### src/rtl/note_sequencer.sv
// Melody sequencer: walks an external synchronous note ROM and drives the tone generator.
// Optional macro SEQ_ARTICULATION_EN inserts GAP_TICKS silent cycles after every note.
module note_sequencer #(
  parameter int ADDR_W       = 6,
  parameter int TICKS_PER_MS = 32,
  parameter int GAP_TICKS    = 320
) (
  input  logic              CLK_32KHz,
  input  logic              reset_n,
  input  logic              start,
  input  logic              stop,
  input  logic              loopEnable,
  output logic [ADDR_W-1:0] noteAddr,
  input  logic [23:0]       noteData,
  output logic [13:0]       outputFrequency,
  output logic              noteGate,
  output logic              busy,
  output logic              done
);

  localparam int TW = (TICKS_PER_MS > 1) ? $clog2(TICKS_PER_MS) : 1;
  localparam int GW = (GAP_TICKS > 0) ? $clog2(GAP_TICKS + 1) : 1;

  typedef enum logic [2:0] {
    S_IDLE,
    S_FETCH,
    S_LOAD,
    S_PLAY,
`ifdef SEQ_ARTICULATION_EN
    S_GAP,
`endif
    S_DONE
  } state_t;

  state_t            r_state;
  logic [ADDR_W-1:0] r_addr;
  logic [13:0]       r_freq;
  logic              r_gate;
  logic              r_busy;
  logic              r_done;
  logic [9:0]        r_ms;
  logic [TW-1:0]     r_tick;
`ifdef SEQ_ARTICULATION_EN
  logic [GW-1:0]     r_gap;
`endif

  logic [13:0] w_freq;
  logic [9:0]  w_dur;
  logic        w_last;
  logic        w_wrap;

  assign w_freq = noteData[23:10];
  assign w_dur  = noteData[9:0];
  assign w_last = (r_addr == {ADDR_W{1'b1}});
  assign w_wrap = (r_tick == TW'(TICKS_PER_MS - 1));

  assign noteAddr        = r_addr;
  assign outputFrequency = r_freq;
  assign noteGate        = r_gate;
  assign busy            = r_busy;
  assign done            = r_done;

  always_ff @(posedge CLK_32KHz or negedge reset_n) begin
    if (!reset_n) begin
      r_state <= S_IDLE;
      r_addr  <= '0;
      r_freq  <= '0;
      r_gate  <= 1'b0;
      r_busy  <= 1'b0;
      r_done  <= 1'b0;
      r_ms    <= '0;
      r_tick  <= '0;
`ifdef SEQ_ARTICULATION_EN
      r_gap   <= '0;
`endif
    end else if (stop) begin
      r_state <= S_IDLE;
      r_addr  <= '0;
      r_freq  <= '0;
      r_gate  <= 1'b0;
      r_busy  <= 1'b0;
      r_done  <= 1'b0;
      r_ms    <= '0;
      r_tick  <= '0;
`ifdef SEQ_ARTICULATION_EN
      r_gap   <= '0;
`endif
    end else begin
      r_done <= 1'b0;
      case (r_state)
        S_IDLE: begin
          if (start) begin
            r_state <= S_FETCH;
            r_addr  <= '0;
            r_busy  <= 1'b1;
          end
        end
        S_FETCH: r_state <= S_LOAD;
        S_LOAD: begin
          if (w_dur == 10'd0) begin
            if (loopEnable) begin
              r_state <= S_FETCH;
              r_addr  <= '0;
            end else begin
              r_state <= S_DONE;
              r_done  <= 1'b1;
              r_freq  <= '0;
              r_gate  <= 1'b0;
            end
          end else begin
            r_state <= S_PLAY;
            r_freq  <= w_freq;
            r_gate  <= (w_freq != 14'd0);
            r_ms    <= w_dur;
            r_tick  <= '0;
          end
        end
        S_PLAY: begin
          if (w_wrap) begin
            r_tick <= '0;
            r_ms   <= r_ms - 10'd1;
            if (r_ms == 10'd1) begin
              // Last table slot acts as an implicit end marker; address rolls back to 0.
              if (w_last) begin
                r_addr <= '0;
                if (loopEnable) begin
                  r_state <= S_FETCH;
                end else begin
                  r_state <= S_DONE;
                  r_done  <= 1'b1;
                  r_freq  <= '0;
                  r_gate  <= 1'b0;
                end
              end else begin
                r_addr <= r_addr + 1'b1;
`ifdef SEQ_ARTICULATION_EN
                r_state <= S_GAP;
                r_gap   <= '0;
                r_freq  <= '0;
                r_gate  <= 1'b0;
`else
                r_state <= S_FETCH;
`endif
              end
            end
          end else begin
            r_tick <= r_tick + 1'b1;
          end
        end
`ifdef SEQ_ARTICULATION_EN
        S_GAP: begin
          if (r_gap == GW'(GAP_TICKS - 1)) begin
            r_state <= S_FETCH;
            r_gap   <= '0;
          end else begin
            r_gap <= r_gap + 1'b1;
          end
        end
`endif
        S_DONE: begin
          r_state <= S_IDLE;
          r_busy  <= 1'b0;
        end
        default: r_state <= S_IDLE;
      endcase
    end
  end

endmodule

### config.mk
export PLATFORM = sky130hd
export DESIGN_NAME = note_sequencer
export DESIGN_NICKNAME = d
export VERILOG_FILES = /design/src/rtl/note_sequencer.sv
export SDC_FILE = /design/constraint.sdc
export NUM_CORES = 1
export LEC_CHECK = 0
export CELL_PAD_IN_SITES_DETAIL_PLACEMENT = 2
export CELL_PAD_IN_SITES_GLOBAL_PLACEMENT = 2
export CORE_MARGIN = 1.5
export CORE_UTILIZATION = 32
export DETAILED_ROUTE_END_ITERATION = 7
export GPL_ROUTABILITY_DRIVEN = 0
export PLACE_DENSITY = 0.87
export SYNTH_ARGS = -nofsm -noshare
export SYNTH_HDL_FRONTEND = slang
export SYNTH_SLANG_ARGS = --single-unit
export TNS_END_PERCENT = 100
### constraint.sdc
create_clock -name CLK_32KHz -period 6.7 [get_ports CLK_32KHz]
set_input_delay 1.34 -clock CLK_32KHz [delete_from_list [all_inputs] [get_ports CLK_32KHz]]
set_output_delay 1.34 -clock CLK_32KHz [all_outputs]
set_load 0.005 [all_outputs]
==> out/qor.yml <==
holdPathStages: 1
postSynthAreaPerCell_sq_um: 9.76
grtUsageTotal_pct: 21.3
worstSetupPathType: "in2reg"
clock_tree.buffer_depth: 2
grt_max_degree: 42
slowest_delay_ps: 1160
relSlewSlack_pct: 16.9
p_clk_share_pct: 30.9
crit_required_ps: 6930
overflow: 0
seqPwrFrac_pct: 48.5
dp_hpwl_microns: 5090
cts_buffers: 5
wire_per_inst_microns: 20.7
fin_nets: 306
yosys_warnings: 0
p_leak_nw: 1.22
numClockSinks: 41
setup_ws_ps: 2510
insertedDiodeCount: 0
switching_share_pct: 30.5
final_cell_mix: "clkdlybuf4s50_1 (50), dfrtp_1 (41), nor2_1 (22)"
cts-root-buf: "clkbuf_8"
grt_pass1_wl_microns: 12100
post_cts_resized: 0
status: "complete, but fails checks"
io_buffers: 51
multi_input_area_sq_um: 1080
final_layout_size_suffix_gt1_share_pct: 6.59
syn_area_sq_um: 2170
cp.arrival_ps: 4420
vdd_drop_max_uv: 128
dr.first_iter.drc_count: 107
filler_cell_count: 708
cp-start-kind: "input port"
worst_pin_slew_ps: 1250
r2r_cells: 8
grt_pass1_vias: 2310
ioPinCount: 52
slowest_stage: "o22ai_1"
pre_cts_slack_ps: 2280
finalClockSkew_ps: 8.80
setup.worst_path.end_class: "flip-flop"
rsz0062_at_grt: "false"
fmax_mhz: 239
path_max_fanout: 16
yosysSeqAreaShare_pct: 47.3
wirelength_microns: 7260
syn2layout_area_growth_pct: 30.7
drv_slew: 0
initial_utilization_pct: 33.6
fin_crit_sh_pct: 62.5
power.switching_mw: 0.174
comb_power_share_pct: 20.6
synth_fp_nets: 256
core_area_sq_um: 6460
floorplan.die.width_microns: 85.3
ant_nets: 0
ys_ff_latch: 41
htree_levels: 2
die_y_microns: 85.3
cp_cell_sequence: "clkdlybuf4s50_1, nor2_1, nand3_1, o22ai_1, a22o_1"
ctsHoldBuffers: 0
rows: 29
vias: 2059
drc: 2
vias_per_cell: 5.88
antenna_found_initial: 0
hold_violations: 0
synthCells: 222
cts_setup_buffers: 0
cts_tree: "built"
power.density_nw_per_um2: 202
setup_violations: 0
clkTransAtPathRegs_ps: 90
cap_violations: 0
clk-insertion-delay-late_ps: 300
hold_path.class: "reg2reg"
yosys.cell_types.count: 43
fin_crit_ps: 4190
die_area_sq_um: 7270
final_common_cell: "clkdlybuf4s50_1"
fin_setup_tns_ps: 0
violations: "DRC"
p_int_mw: 0.397
first_pass_iters: 6
register_area_sq_um: 1030
registers in the layout (all words and copies together) (netlist names):
signal / flops
done: 1
noteAddr: 6
r_state: 3
r_tick: 5
r_ms: 10
noteGate: 1
outputFrequency: 14
busy: 1
layer usage:
metal	routed length [microns]	vias up	GRT usage (%)
li1	-	940	-
met2	3730	40	36.1
met4	155	0	7.48
met1	3150	1066	27.2
met3	219	13	3.89
met5	0	-	0
worst max-delay path, delay by kind of cell:
kind                   cells  cell delay (ps)
AOI/OAI and AO/OA          2             1450
buffers and inverters      1              660
and+or+nand+nor            2              950
stage by stage:
| step | total power [mW] | hold slack, ps | area [sq um] | instances | utilization, % |
|---|---|---|---|---|---|
| 2_1_floorplan | 0.336 | 465 | 2170 | 222 | - |
| 3_3_place_gp | 0.392 | 487 | 2740 | 342 | 42.4 |
| 3_5_place_dp | 0.396 | 499 | 2740 | 342 | 42.4 |
| 4_1_cts | 0.575 | 523 | 2830 | 350 | 43.9 |
| 5_1_grt | 0.599 | 551 | 2830 | 350 | 43.9 |
| 6_report | 0.571 | 514 | 2830 | 350 | 43.9 |
cell families after synthesis:
kind of cell    Yosys count  synth area share [%]
buf+inv                  15                  2.89
xor+xnor                  1                 0.404
flops                    41                  47.3
simple gates             80                  20.7
mux                       3                  1.67
fa+ha+maj                 5                  2.89
compound gates           77                  24.1
power groups by stage:
stage / Sequential, mW / Clock (mW) / Combinational, mW
floorplan: 0.276 / 0 / 0.0603
global placement: 0.281 / 0 / 0.111
detailed placement: 0.282 / 0 / 0.114
CTS: 0.277 / 0.180 / 0.118
global route: 0.280 / 0.191 / 0.128
finish: 0.277 / 0.176 / 0.118
synth_stat cells (all sizes together):
library cell	n	share of area, %
dfrtp	41	47
nor2	22	3.8
o21ai	20	4.6
a22o	19	7.7
a21oi	12	2.8
nand2	12	2.1
nor4	10	4.4
nor3	9	2.1
inv	6	1.0
nand3	6	1.4
a22oi	5	1.7
and3	5	1.4
buf	5	1.2
ha	5	2.9
a31oi	4	1.2
clkbuf	4	0.69
a211o	3	1.2
a211oi	3	1.0
nand4	3	0.87
o31ai	3	1.0
and2	2	0.58
mux2	2	1.2
nand2b	2	0.58
nor3b	2	0.69
or4	2	0.69
a21boi	1	0.35
a21o	1	0.35
a31o	1	0.40
and4bb	1	0.58
mux2i	1	0.46
nor2b	1	0.29
nor4b	1	0.40
nor4bb	1	0.46
o211ai	1	0.35
o21a	1	0.35
o22a	1	0.40
o22ai	1	0.29
o311ai	1	0.40
or3	1	0.29
xnor2	1	0.40
final cells by class:
class,count,share of cell area [%]
Multi-Input combinational cell,166,38.1
Sequential cell,41,36.2
Timing Repair Buffer,52,18.1
Tap cell,77,3.40
Clock buffer,6,2.92
Inverter,6,0.795
Clock inverter,2,0.486
path summary, 6_finish.rpt:
kind                                     from                  to  slack, ps
setup / recovery                         stop  outputFrequency[6]       2510
hold / removal             outputFrequency[8]  outputFrequency[8]        510
setup reg to reg                    r_tick[0]  outputFrequency[6]       3690
hold reg to reg            outputFrequency[8]  outputFrequency[8]        510
max in group asynchronous             reset_n          r_state[2]       4920
min in group asynchronous             reset_n             r_ms[3]       1170
No activity file was read; power rests on OpenSTA's default activity.
